--- config.mk ---
export PLATFORM = sky130hd
export DESIGN_NAME = obstacle_scheduler
export DESIGN_NICKNAME = d
export VERILOG_FILES = /design/src/rtl/jetpack_pkg.sv /design/src/rtl/obstacle_slot.sv /design/src/rtl/obstacle_scheduler.sv
export SDC_FILE = /design/constraint.sdc
export NUM_CORES = 1
export LEC_CHECK = 0
export BUFFER_PORTS_ARGS = -buffer_cell sky130_fd_sc_hd__buf_2
export CORE_MARGIN = 4
export CORE_UTILIZATION = 43
export DETAILED_ROUTE_END_ITERATION = 8
export PLACE_DENSITY = 0.68
export SLEW_MARGIN = 0
export SYNTH_ARGS = -nofsm -noshare
export SYNTH_HDL_FRONTEND = slang
export SYNTH_HIERARCHICAL = 1
export SYNTH_SLANG_ARGS = --single-unit
--- constraint.sdc ---
create_clock -name clk -period 4.99 [get_ports clk]
set_input_delay 0.2495 -clock clk [delete_from_list [all_inputs] [get_ports clk]]
set_output_delay 0.2495 -clock clk [all_outputs]
set_load 0.005 [all_outputs]
--- src/rtl/jetpack_pkg.sv ---
// Shared types and helpers for the obstacle scheduler and its slots.
// Latency: n/a (types and a pure function only).
// Backpressure: n/a.
package jetpack_pkg;

    typedef enum logic [1:0] {
        WAIT   = 2'd0,
        RUN    = 2'd1,
        FROZEN = 2'd2
    } game_state_t;

    typedef enum logic {
        IDLE   = 1'b0,
        ACTIVE = 1'b1
    } slot_state_t;

    typedef logic [1:0] obs_type_t;
    typedef logic [1:0] obs_pos_t;

    localparam obs_pos_t TOP = 2'd0;
    localparam obs_pos_t MID = 2'd1;
    localparam obs_pos_t BOT = 2'd2;

    // Only three lanes exist; the spare random code lands in the middle lane.
    function automatic obs_pos_t lane_fix(input logic [1:0] raw);
        return (raw == 2'b11) ? MID : obs_pos_t'(raw);
    endfunction

endpackage

--- src/rtl/obstacle_slot.sv ---
// One obstacle slot: spawns, scrolls left by speed per tick, retires past x=0, flickers.
// Latency: outputs registered, new values visible the cycle after tick; retire is combinational on the tick edge.
// Backpressure: none; tick and spawn are one-cycle commands that are always accepted.
//
// Ports: clk, reset_n (async active-low); tick (frame update), speed (px/frame),
//        spawn/new_type/new_pos (load a new obstacle, only issued while idle);
//        x, obs_type, obs_pos, flick, active (slot state), retire (pulse on the retiring tick edge).
module obstacle_slot
    import jetpack_pkg::*;
#(
    parameter int SPAWN_X      = 740,
    parameter int PARK_X       = 1000,
    parameter int FLICK_FRAMES = 8
) (
    input  logic       clk,
    input  logic       reset_n,
    input  logic       tick,
    input  logic [2:0] speed,
    input  logic       spawn,
    input  logic [1:0] new_type,
    input  logic [1:0] new_pos,
    output logic [9:0] x,
    output logic [1:0] obs_type,
    output logic [1:0] obs_pos,
    output logic       flick,
    output logic       active,
    output logic       retire
);

    localparam int            FW         = $clog2(FLICK_FRAMES + 1);
    localparam logic [FW-1:0] FLICK_LAST = FW'(FLICK_FRAMES - 1);

    slot_state_t   st;
    logic [FW-1:0] fcnt;

    assign active = (st == ACTIVE);
    // An obstacle that cannot make a full step this frame leaves the screen.
    assign retire = tick && active && (x < {7'd0, speed});

    always_ff @(posedge clk or negedge reset_n) begin
        if (!reset_n) begin
            st       <= IDLE;
            x        <= 10'(PARK_X);
            obs_type <= '0;
            obs_pos  <= TOP;
            flick    <= 1'b0;
            fcnt     <= '0;
        end else if (retire) begin
            st    <= IDLE;
            x     <= 10'(PARK_X);
            flick <= 1'b0;
            fcnt  <= '0;
        end else if (tick && active) begin
            x <= x - {7'd0, speed};
            if (fcnt == FLICK_LAST) begin
                fcnt  <= '0;
                flick <= ~flick;
            end else begin
                fcnt <= fcnt + 1'b1;
            end
        end else if (spawn) begin
            st       <= ACTIVE;
            x        <= 10'(SPAWN_X);
            obs_type <= new_type;
            obs_pos  <= lane_fix(new_pos);
            flick    <= 1'b0;
            fcnt     <= '0;
        end
    end

endmodule

--- src/rtl/obstacle_scheduler.sv ---
// Game FSM plus two obstacle slots: LFSR-driven spawns with a minimum gap, speed ramp, score.
// Latency: all outputs registered, updated on the frame_tick edge, visible the following cycle.
// Backpressure: none; frame_tick outside RUN is dropped, FROZEN holds everything until reset.
//
// Ports: clk, reset_n (async active-low); frame_tick, start, game_over (inputs);
//        obs1_*/obs2_* type/pos/x and flick1/flick2 per slot, running, score (outputs).
module obstacle_scheduler
    import jetpack_pkg::*;
#(
    parameter int          SPAWN_X        = 740,
    parameter int          PARK_X         = 1000,
    parameter int          MIN_GAP        = 320,
    parameter int          SPEED_INIT     = 2,
    parameter int          SPEED_MAX      = 7,
    parameter int          SPEEDUP_FRAMES = 600,
    parameter int          FLICK_FRAMES   = 8,
    parameter logic [15:0] LFSR_SEED      = 16'hACE1
) (
    input  logic       clk,
    input  logic       reset_n,
    input  logic       frame_tick,
    input  logic       start,
    input  logic       game_over,
    output logic [1:0] obs1_type,
    output logic [1:0] obs2_type,
    output logic [1:0] obs1_pos,
    output logic [1:0] obs2_pos,
    output logic [9:0] obs1_x,
    output logic [9:0] obs2_x,
    output logic       flick1,
    output logic       flick2,
    output logic       running,
    output logic [9:0] score
);

    localparam logic [9:0]  GAP_X       = 10'(SPAWN_X - MIN_GAP);
    localparam logic [2:0]  SPD_INIT    = 3'(SPEED_INIT);
    localparam logic [2:0]  SPD_MAX     = 3'(SPEED_MAX);
    localparam logic [15:0] FRAMES_LAST = 16'(SPEEDUP_FRAMES - 1);

    game_state_t state, state_nxt;
    logic [15:0] lfsr;
    logic [2:0]  speed;
    logic [15:0] frame_cnt;
    logic        upd;
    logic        spawn1, spawn2;
    logic        act1, act2;
    logic        ret1, ret2;
    logic [10:0] score_sum;

    always_ff @(posedge clk or negedge reset_n) begin
        if (!reset_n) state <= WAIT;
        else          state <= state_nxt;
    end

    always_comb begin
        state_nxt = state;
        case (state)
            WAIT:    if (start)     state_nxt = RUN;
            RUN:     if (game_over) state_nxt = FROZEN;
            FROZEN:  state_nxt = FROZEN;
            default: state_nxt = WAIT;
        endcase
    end

    assign running = (state == RUN);
    // A collision on the tick edge wins: the field freezes without one last step.
    assign upd     = frame_tick && (state == RUN) && !game_over;

    // Spawn decisions look at pre-edge slot state; a slot retiring this tick is
    // still active here, so it cannot respawn until the next tick.
    assign spawn1 = upd && !act1 && (!act2 || (obs2_x <= GAP_X));
    assign spawn2 = upd && !act2 && !spawn1 && (!act1 || (obs1_x <= GAP_X));

    // x^16+x^14+x^13+x^11+1, free-running in every state.
    always_ff @(posedge clk or negedge reset_n) begin
        if (!reset_n) lfsr <= LFSR_SEED;
        else          lfsr <= {lfsr[14:0], lfsr[15] ^ lfsr[13] ^ lfsr[12] ^ lfsr[10]};
    end

    always_ff @(posedge clk or negedge reset_n) begin
        if (!reset_n) begin
            speed     <= SPD_INIT;
            frame_cnt <= '0;
        end else if (upd) begin
            if (frame_cnt == FRAMES_LAST) begin
                frame_cnt <= '0;
                if (speed != SPD_MAX) speed <= speed + 3'd1;
            end else begin
                frame_cnt <= frame_cnt + 16'd1;
            end
        end
    end

    assign score_sum = {1'b0, score} + {10'd0, ret1} + {10'd0, ret2};

    always_ff @(posedge clk or negedge reset_n) begin
        if (!reset_n)                score <= '0;
        else if (score_sum > 11'd1023) score <= 10'd1023;
        else                         score <= score_sum[9:0];
    end

    obstacle_slot #(
        .SPAWN_X      (SPAWN_X),
        .PARK_X       (PARK_X),
        .FLICK_FRAMES (FLICK_FRAMES)
    ) u_slot1 (
        .clk      (clk),
        .reset_n  (reset_n),
        .tick     (upd),
        .speed    (speed),
        .spawn    (spawn1),
        .new_type (lfsr[1:0]),
        .new_pos  (lfsr[3:2]),
        .x        (obs1_x),
        .obs_type (obs1_type),
        .obs_pos  (obs1_pos),
        .flick    (flick1),
        .active   (act1),
        .retire   (ret1)
    );

    obstacle_slot #(
        .SPAWN_X      (SPAWN_X),
        .PARK_X       (PARK_X),
        .FLICK_FRAMES (FLICK_FRAMES)
    ) u_slot2 (
        .clk      (clk),
        .reset_n  (reset_n),
        .tick     (upd),
        .speed    (speed),
        .spawn    (spawn2),
        .new_type (lfsr[1:0]),
        .new_pos  (lfsr[3:2]),
        .x        (obs2_x),
        .obs_type (obs2_type),
        .obs_pos  (obs2_pos),
        .flick    (flick2),
        .active   (act2),
        .retire   (ret2)
    );

endmodule

# Yosys cells after proc, flatten, opt, wreduce, memory -nomap -nowiden
# Cells that the tools add are included.
[classes]
n_addsub = 8
magnitude_cmp = 5
n_eq_ne = 13
muxes = 34
n_bitwise = 9
reduce_logical = 30
[ops]
columns = ["operator", "n"]
rows = [
  ["$mux W10", 7],
  ["$mux W4", 8],
  ["$le A10 B9 Y1 const B", 2],
  ["$lt A10 B3 Y1", 2],
  ["$sub A10 B3 Y10", 2],
  ["$add A16 B1 Y16 const B", 1],
  ["$eq A16 B10 Y1 const B", 1],
  ["$mux W16", 1],
  ["$mux W1", 14],
  ["$add A10 B1 Y11", 1],
  ["$add A11 B1 Y11", 1],
  ["$gt A11 B10 Y1 const B", 1],
  ["$logic_and A1 B1 Y1", 11],
  ["$reduce_and A2 Y1", 5],
  ["$ne A3 B3 Y1 const B", 3],
  ["$reduce_and A3 Y1", 3],
  ["$add A4 B1 Y4 const B", 2],
  ["$eq A4 B3 Y1 const B", 2],
  ["$ne A2 B2 Y1 const B", 4],
  ["$mux W2", 3],
  ["$not A1 Y1", 6],
  ["$pmux W2 S3", 1],
  ["$reduce_bool A3 Y1", 2],
  ["$eq A2 B2 Y1 const B", 2],
  ["7 further kinds", 14],
]
[word_totals]
register_bits = 87
input_bits = 5
output_inout_bits = 41
word_cells = 116

# Longest topological paths before layout
# Gate-level depths: netlist (run 1).
[depth]
ltp_word = 11
depth_mapped = 14
mapped_depth_nobuf = 12

# Modules after synthesis
# The synthesis (run 1) kept the hierarchy.
[modules_own_cells]
columns = ["mod", "instances", "cells_each", "area_each_um2", "seq_area_each_um2"]
rows = [
  ["obstacle_slot", 2, 107, 1077.3, 508.0],
  ["obstacle_scheduler", 1, 180, 2085.8, 1187.4],
]

# Worst setup path before layout (run 1)
# Ideal clock, no wire load.
[synth_path]
path_kind = "register -> register"
start = "reg speed[1]"
end = "reg score[7]"
arrival_ns = 3.154
required_ns = 4.921
path_slack_ns = 1.767
path_stages_with_launch = 12
path_buffers = 2
period_less_slack_ns = 3.223
path_cell_list = "dfstp_2 inv_1 fa_1 a2111oi_4 and4_1 clkbuf_2 fa_1 ha_1 inv_1 or4_1 buf_2 nand3_1"
[synth_via]
elab_chain_cells = 6
word_cells_on_any_way = 8
cone_classes = "add/sub (2); order compare (3); mux (1); reduce/logical (2)"
[synth_rtl]
columns = ["item", "line_no", "rtl"]
rows = [
  ["start: declaration", "obstacle_scheduler.sv:43", "logic [2:0] speed;"],
  ["start signal: assignment", "obstacle_scheduler.sv:88", "if (speed != SPD_MAX) speed <= speed + 3'd1;"],
  ["$lt A10 B3 Y1 (*)", "obstacle_slot.sv:38", "assign retire = tick && active && (x < {7'd0, speed});"],
  ["$logic_and A1 B1 Y1 (*)", "obstacle_slot.sv:38", ""],
  ["net ret1", "obstacle_scheduler.sv:48", "logic ret1, ret2;"],
  ["$add A10 B1 Y11 (*)", "obstacle_scheduler.sv:95", "assign score_sum = {1'b0, score} + {10'd0, ret1} + {10'd0, ret2};"],
  ["$add A11 B1 Y11 (*)", "obstacle_scheduler.sv:95", ""],
  ["$gt A11 B10 Y1", "obstacle_scheduler.sv:99", "else if (score_sum > 11'd1023) score <= 10'd1023;"],
  ["$mux W10 (*)", "obstacle_scheduler.sv:99", ""],
  ["end signal: assignment", "obstacle_scheduler.sv:100", "else score <= score_sum[9:0];"],
  ["end: declaration", "obstacle_scheduler.sv:33", "output logic [9:0] score"],
]
# Mark *: on every way through the listed nets, which the timed path passes. The rest lies on a longest branch.
# A chain may end at the register's enable or synchronous reset.

# Final worst setup path (run 1)
[layout_path]
start = "reg speed[1]"
end = "reg score[1]"
[layout_via]
word_cells_on_any_way = 8
cone_classes = "add/sub (2); order compare (3); mux (1); reduce/logical (2)"
[layout_rtl]
columns = ["item", "line_no"]
rows = [
  ["$lt A10 B3 Y1 (*)", "obstacle_slot.sv:38"],
  ["$logic_and A1 B1 Y1 (*)", "obstacle_slot.sv:38"],
  ["net ret2", "obstacle_scheduler.sv:48"],
  ["$add A11 B1 Y11 (*)", "obstacle_scheduler.sv:95"],
  ["$gt A11 B10 Y1", "obstacle_scheduler.sv:99"],
  ["$mux W10 (*)", "obstacle_scheduler.sv:99"],
]
# Marks and branches as above.

==> flow_summary.ini, run 1 <==
[synthesis]
synth_top_area_share = 0.389
seq_area_frac_synth = 0.520
syn_avg_cell_area_um2 = 10.8
synthArstFlopShare = 1.00
synth_area_leaders = dfrtp_1 (39%), dfstp_2 (13%), ha_1 (4.1%)
synthesis.area_um2 = 4240
yosysUniqueCellTypes = 51
yosysTopAreaCell = dfrtp_1
ys_ff_latch = 87
synth_warnings = 6
synth_compound_area_frac = 0.117
ys.flop_type = dfrtp_1
netlist_instances = 394
synth_top_family_by_area = simple AND/OR/NAND/NOR gates
synthTopCellsByCount = dfrtp_1 (66), nand2_1 (38), nand3_1 (33), o21ai_0 (28), nor2_1 (22)
synthAdderAreaFrac = 0.0555
syn_nets = 416
synthXorXnorAreaFrac = 0.0516
yosys-mux-area-fraction = 0.0263
synth.most_common_cell = dfrtp_1
synth-edff-count = 0
synth_simple_gate_area_frac = 0.205

[clocking]
clk_path_buf_depth = 2
tritoncts = built
path_clk_slew_ns = 0.11
clock_latency_ns = 0.36
cts_sinks = 87
cts_made_buffers = 9
cts_root_buf = clkbuf_8
cts-htree-levels = 3

[global_routing]
antenna_found_initial = 0
grt_pass1_wl_um = 14500
grt_pass1_vias = 2929
grt_max_degree = 64
grt_overflow = 0
track_usage = 0.156

[setup_path]
worstPathMaxFanout = 8
timing.rr.end = score[1]
crit_required_ns = 5.28
reg2reg_depth = 9
path_class = flop to flop
path_delay_family = simple AND/OR/NAND/NOR gates
path_buf_inv = 2
cpMaxStageDelayCell = or4_1
worstSetupEndpointType = flop
cp_slowest_stage_delay_ns = 0.68
rrSetupSlack_ns = 1.39
r2r-start = speed[1]
crit_chain = inv_1, fa_1, a2111oi_4, and4_1, fa_1, ha_1, inv_1, or4_1, nand2b_1
worstPathArrival_ns = 3.89
startpoint = speed[1]
start_kind = flop

[routing]
drt_iter0_drc = 190
post_drt_wl_per_cell_um = 14.6
drc = 0
vias = 3117
vias_per_cell = 5.37
ant_nets = 0
drt_first_pass_iters = 4
wl_um = 8480

[floorplan]
ios = 46
die_x_um = 107
num_rows = 35
die_h_um = 107
core-area_um2 = 9420
start_util = 0.450
dieArea_um2 = 11500

[power]
power.density_nw_per_um2 = 396
pwr-share-comb = 0.229
intPower_w = 0.00123
ir_worst_vdd_mv = 0.223
p_seq_frac = 0.509
swShare = 0.356
clkPwrFrac = 0.261
leakage_nw = 2.31
power_switching_w = 0.000682

[placement]
gp_congestion = 0.856
dp_hpwl_um = 5970
dp_slack_ns = 1.44
placement.io_buffers = 45

[sta]
hold_viol_final = 0
slew_headroom = 0.483
setup_viol = 0
finalWorstSetupSlack_ns = 1.39
period_share = 0.722
min_period_ns = 3.60
max_freq_mhz = 277
drv_slew = 0
tns_ns = 0
skew_ns = 0.0177
rsz0062_at_grt = no
tightest_slew_ns = 0.776

[outcome]
status = complete, no violations

[hold_path]
min_from = game_over
hold_end = state[0]
hold_depth = 3
worst_hold_path_type = input pin to flop

[flow_run]
drv_cap = 0

[layout]
drive_gt1_frac = 0.246
nNetsFinal = 468
area_growth_pct = 14.1
diodes = 0
cell families (layout without fill, tap and decap cells):
| logic type | Yosys count | count (layout) |
|---|---|---|
| DFF | 87 | 87 |
| AOI/OAI and AO/OA | 74 | 74 |
| adders and majority gates | 17 | 17 |
| muxes | 10 | 10 |
| xor gates and xnor gates | 25 | 25 |
| buffers and inverters | 26 | 83 |
| and+or+nand+nor | 155 | 155 |
sequential cells by signal (all words and copies together), names as in the netlist, 3 cells and up:
signal / flops
score: 10
u_slot2/fcnt: 4
lfsr: 16
u_slot2/x: 10
frame_cnt: 16
u_slot1/fcnt: 4
u_slot1/x: 10
speed: 3
metrics by stage:
step / hold WS [ns] / std cells / total power [W] / area, µm² / util
2_1_floorplan: -0.0461 / 394 / 0.00125 / 4240 / -
3_3_place_gp: 0.173 / 563 / 0.00140 / 4620 / 0.490
3_5_place_dp: 0.176 / 563 / 0.00142 / 4620 / 0.490
4_1_cts: 0.213 / 580 / 0.00193 / 4840 / 0.514
5_1_grt: 0.237 / 580 / 0.00203 / 4840 / 0.514
6_report: 0.216 / 580 / 0.00191 / 4840 / 0.514
worst max-delay path by stage:
stage          endpoint  slack, ns  cells past startpoint
6_report       score[1]       1.39                      9
5_1_grt        score[1]       1.17                     11
4_1_cts        score[1]       1.39                      9
3_5_place_dp   score[7]       1.44                      9
3_3_place_gp   score[0]       1.57                      9
2_1_floorplan  score[7]       1.77                     11
power by group through the flow:
stage                     Clock (W)  Sequential [W]  Combinational (W)
after floorplan                   0        0.000956           0.000293
after detailed placement          0        0.000987           0.000433
final                      0.000500        0.000975           0.000439
after global placement            0        0.000982           0.000422
after CTS                  0.000518        0.000975           0.000439
after global routing       0.000543        0.000996           0.000493
layer usage:
metal,track usage,up-vias,part of all wire,wire length (µm)
met1,0.221,1507,0.48,4030
met3,0.0354,10,0.052,438
li1,-,1519,-,-
met5,0,-,0,0
met4,0.0557,0,0.017,141
met2,0.233,81,0.46,3870
final cells by class:
class | count | area (µm²)
clock buffer | 9 | 124
sequential | 87 | 2200
tap | 129 | 161
clock inverter | 7 | 88.8
timing repair buffer | 49 | 260
fill | 853 | 4580
multi-input combinational | 281 | 1930
inverter | 18 | 67.6
tightest hold or removal path: stages:
cell and delay, ns:
buf_2 0.09, nor2b_1 0.06, o21a_1 0.16
what timing repair did:
action,4_1_cts,5_1_grt
setup buffers,0,0
endpoints found under the hold margin,18,0
hold buffers,1,0
gates resized for setup,0,0
cells in the final DEF, fill, tap and decap left out, drive strengths merged, types with 6 or more instances in the layout:
cell / synthesis / layout
or4: 11 / 11
nor3: 9 / 9
nand2b: 8 / 8
dfrtp: 66 / 66
or3: 6 / 6
xor2: 15 / 15
nand3: 33 / 33
nand4: 8 / 8
clkbuf: 6 / 9
a21oi: 13 / 13
inv: 18 / 21
o21ai: 28 / 28
mux2: 9 / 9
buf: 2 / 48
nor2: 22 / 22
ha: 14 / 14
a31oi: 6 / 6
xnor2: 10 / 10
dfstp: 21 / 21
nand2: 38 / 38
Power figures use the tool's default switching activity.
==> run 2: changes to the inputs <==
==> constraint.sdc (replaced) <==
create_clock -name clk -period 3.7 [get_ports clk]
set_input_delay 0.185 -clock clk [delete_from_list [all_inputs] [get_ports clk]]
set_output_delay 0.185 -clock clk [all_outputs]
set_load 0.005 [all_outputs]
==> run 2 against run 1 <==
- routed wire length down 0.41%
- clock power up 33%
- core utilization about the same
- non-clock buffer count unchanged
- combinational power up 38%
- clock-buffer cell count unchanged
- sequential cell count unchanged
- first-iteration DRC count down 23%
- final cell count unchanged
- highest routed layer unchanged
==> flow_summary.ini, run 2 (synthesized netlist as in run 1, its figures left out) <==
[setup_path]
crit_required_ns = 3.99
path_class = flop to flop
rrSetupSlack_ns = 0.25
timing.rr.end = score[0]
crit_chain = inv_1, fa_1, a2111oi_4, and4_1, fa_1, ha_1, inv_1, or4_1, nand2b_1
cp_slowest_stage_delay_ns = 0.67
worstSetupEndpointType = flop
path_delay_family = simple AND/OR/NAND/NOR gates
worstPathArrival_ns = 3.75
path_depth = 9
startpoint = speed[1]
r2r-start = speed[1]
reg2reg_depth = 9
worstPathMaxFanout = 8
cpMaxStageDelayCell = or4_1
start_kind = flop
path_buf_inv = 2
crit_end = score[0]

[layout]
utilization = 0.514
area_growth_pct = 14.1
mostFrequentLayoutCell = dfrtp_1
top_regs = frame_cnt: 16 flops, lfsr: 16 flops
diodes = 0
most-common-layout-cells = dfrtp_1 (66), buf_2 (44), nand2_1 (38), nand3_1 (33), o21ai_0 (28)
drive_gt1_frac = 0.248
nNetsFinal = 468

[floorplan]
start_util = 0.450
die_x_um = 107
die_h_um = 107
ios = 46
core-area_um2 = 9420
num_rows = 35
dieArea_um2 = 11500

[power]
p_seq_frac = 0.509
pwr-share-comb = 0.234
power.density_nw_per_um2 = 535
clkPwrFrac = 0.257
leakage_nw = 2.31
intPower_w = 0.00167
swShare = 0.355
power_switching_w = 0.000919
ir_worst_vdd_mv = 0.246

[routing]
ant_nets = 0
vias = 3174
vias_per_cell = 5.47
drt_iter0_drc = 146
post_drt_wl_per_cell_um = 14.6
wl_um = 8440
drc = 0
drt_first_pass_iters = 5

[clocking]
cts_sinks = 87
cts_made_buffers = 9
path_clk_slew_ns = 0.10
tritoncts = built
cts_setup_buffers = 0
post_cts_resized = 0
clock_latency_ns = 0.36
clk_path_buf_depth = 2
cts_hold_buf = 0
cts-htree-levels = 3
cts_root_buf = clkbuf_8

[global_routing]
track_usage = 0.157
antenna_found_initial = 0
grt_pass1_vias = 3137
grt_pass1_wl_um = 14700
grt_overflow = 0
grt_max_degree = 88

[sta]
hold_viol_final = 0
drv_slew = 0
min_period_ns = 3.45
skew_ns = 0.00738
finalWorstSetupSlack_ns = 0.247
setup_viol = 0
max_freq_mhz = 290
period_share = 0.933
tns_ns = 0
tightest_slew_ns = 1.05
rsz0062_at_grt = no
slew_headroom = 0.299

[placement]
gp_congestion = 0.913
dp_slack_ns = 0.326
dp_hpwl_um = 5930
placement.io_buffers = 45

[hold_path]
worst_hold_path_type = input pin to asynchronous set/reset pin

[outcome]
status = complete, no violations

[flow_run]
drv_cap = 0
run 2: cell count changes in the layout (fill, tap and decap cells not counted):
cell,delta
buf_4,+1
clkinv_4,+1
dlygate4sd3_1,-1
inv_6,-1
run 2: layout make-up:
class,instances,area [µm²]
well taps,129,161
flip-flops and latches,87,2200
repair buffers,49,258
clock inverters,7,88.8
inverters,18,67.6
clock buffers,9,124
fillers,835,4580
multi-input cells,281,1930
run 2: power by group through the flow:
| stage | sequential, W | combinational [W] | clock, W |
|---|---|---|---|
| 2_1_floorplan | 0.00129 | 0.000395 | 0 |
| 3_3_place_gp | 0.00132 | 0.000580 | 0 |
| 3_5_place_dp | 0.00133 | 0.000596 | 0 |
| 4_1_cts | 0.00131 | 0.000604 | 0.000695 |
| 5_1_grt | 0.00134 | 0.000681 | 0.000731 |
| 6_report | 0.00132 | 0.000605 | 0.000664 |
run 2: per-layer routing:
layer	up-vias	track usage	wire, µm
li1	1527	-	-
met1	1545	0.217	4040
met2	87	0.242	3780
met3	15	0.0366	460
met4	0	0.0584	158
met5	-	0	0
run 2: worst min path at each step:
stage | from | to | slack [ns]
3_3_place_gp | lfsr[8] | lfsr[9] | 0.34
4_1_cts | reset_n | frame_cnt[15] | 0.05
2_1_floorplan | reset_n | frame_cnt[0] | -0.11
3_5_place_dp | lfsr[4] | lfsr[5] | 0.34
6_report | reset_n | frame_cnt[13] | 0.008
5_1_grt | reset_n | frame_cnt[12] | 0.10
run 2: worst register-to-register path: cells and delay by family, from the launching register on:
kind,cells,cell delay (ns)
buffers and inverters,2,0.15
adders and majority gates,3,1.01
AOI/OAI and AO/OA,1,0.55
DFF,1,0.57
and+or+nand+nor,3,1.12
run 2: stage by stage:
| step | instance area, µm² | power (W) | std cells | hold slack (ns) |
|---|---|---|---|---|
| floorplan | 4240 | 0.00168 | 394 | -0.111 |
| finish | 4840 | 0.00259 | 580 | 0.00834 |
| CTS | 4840 | 0.00261 | 580 | 0.0485 |
| global route | 4840 | 0.00276 | 580 | 0.100 |
| global placement | 4620 | 0.00190 | 564 | 0.335 |
| detailed placement | 4620 | 0.00193 | 564 | 0.343 |
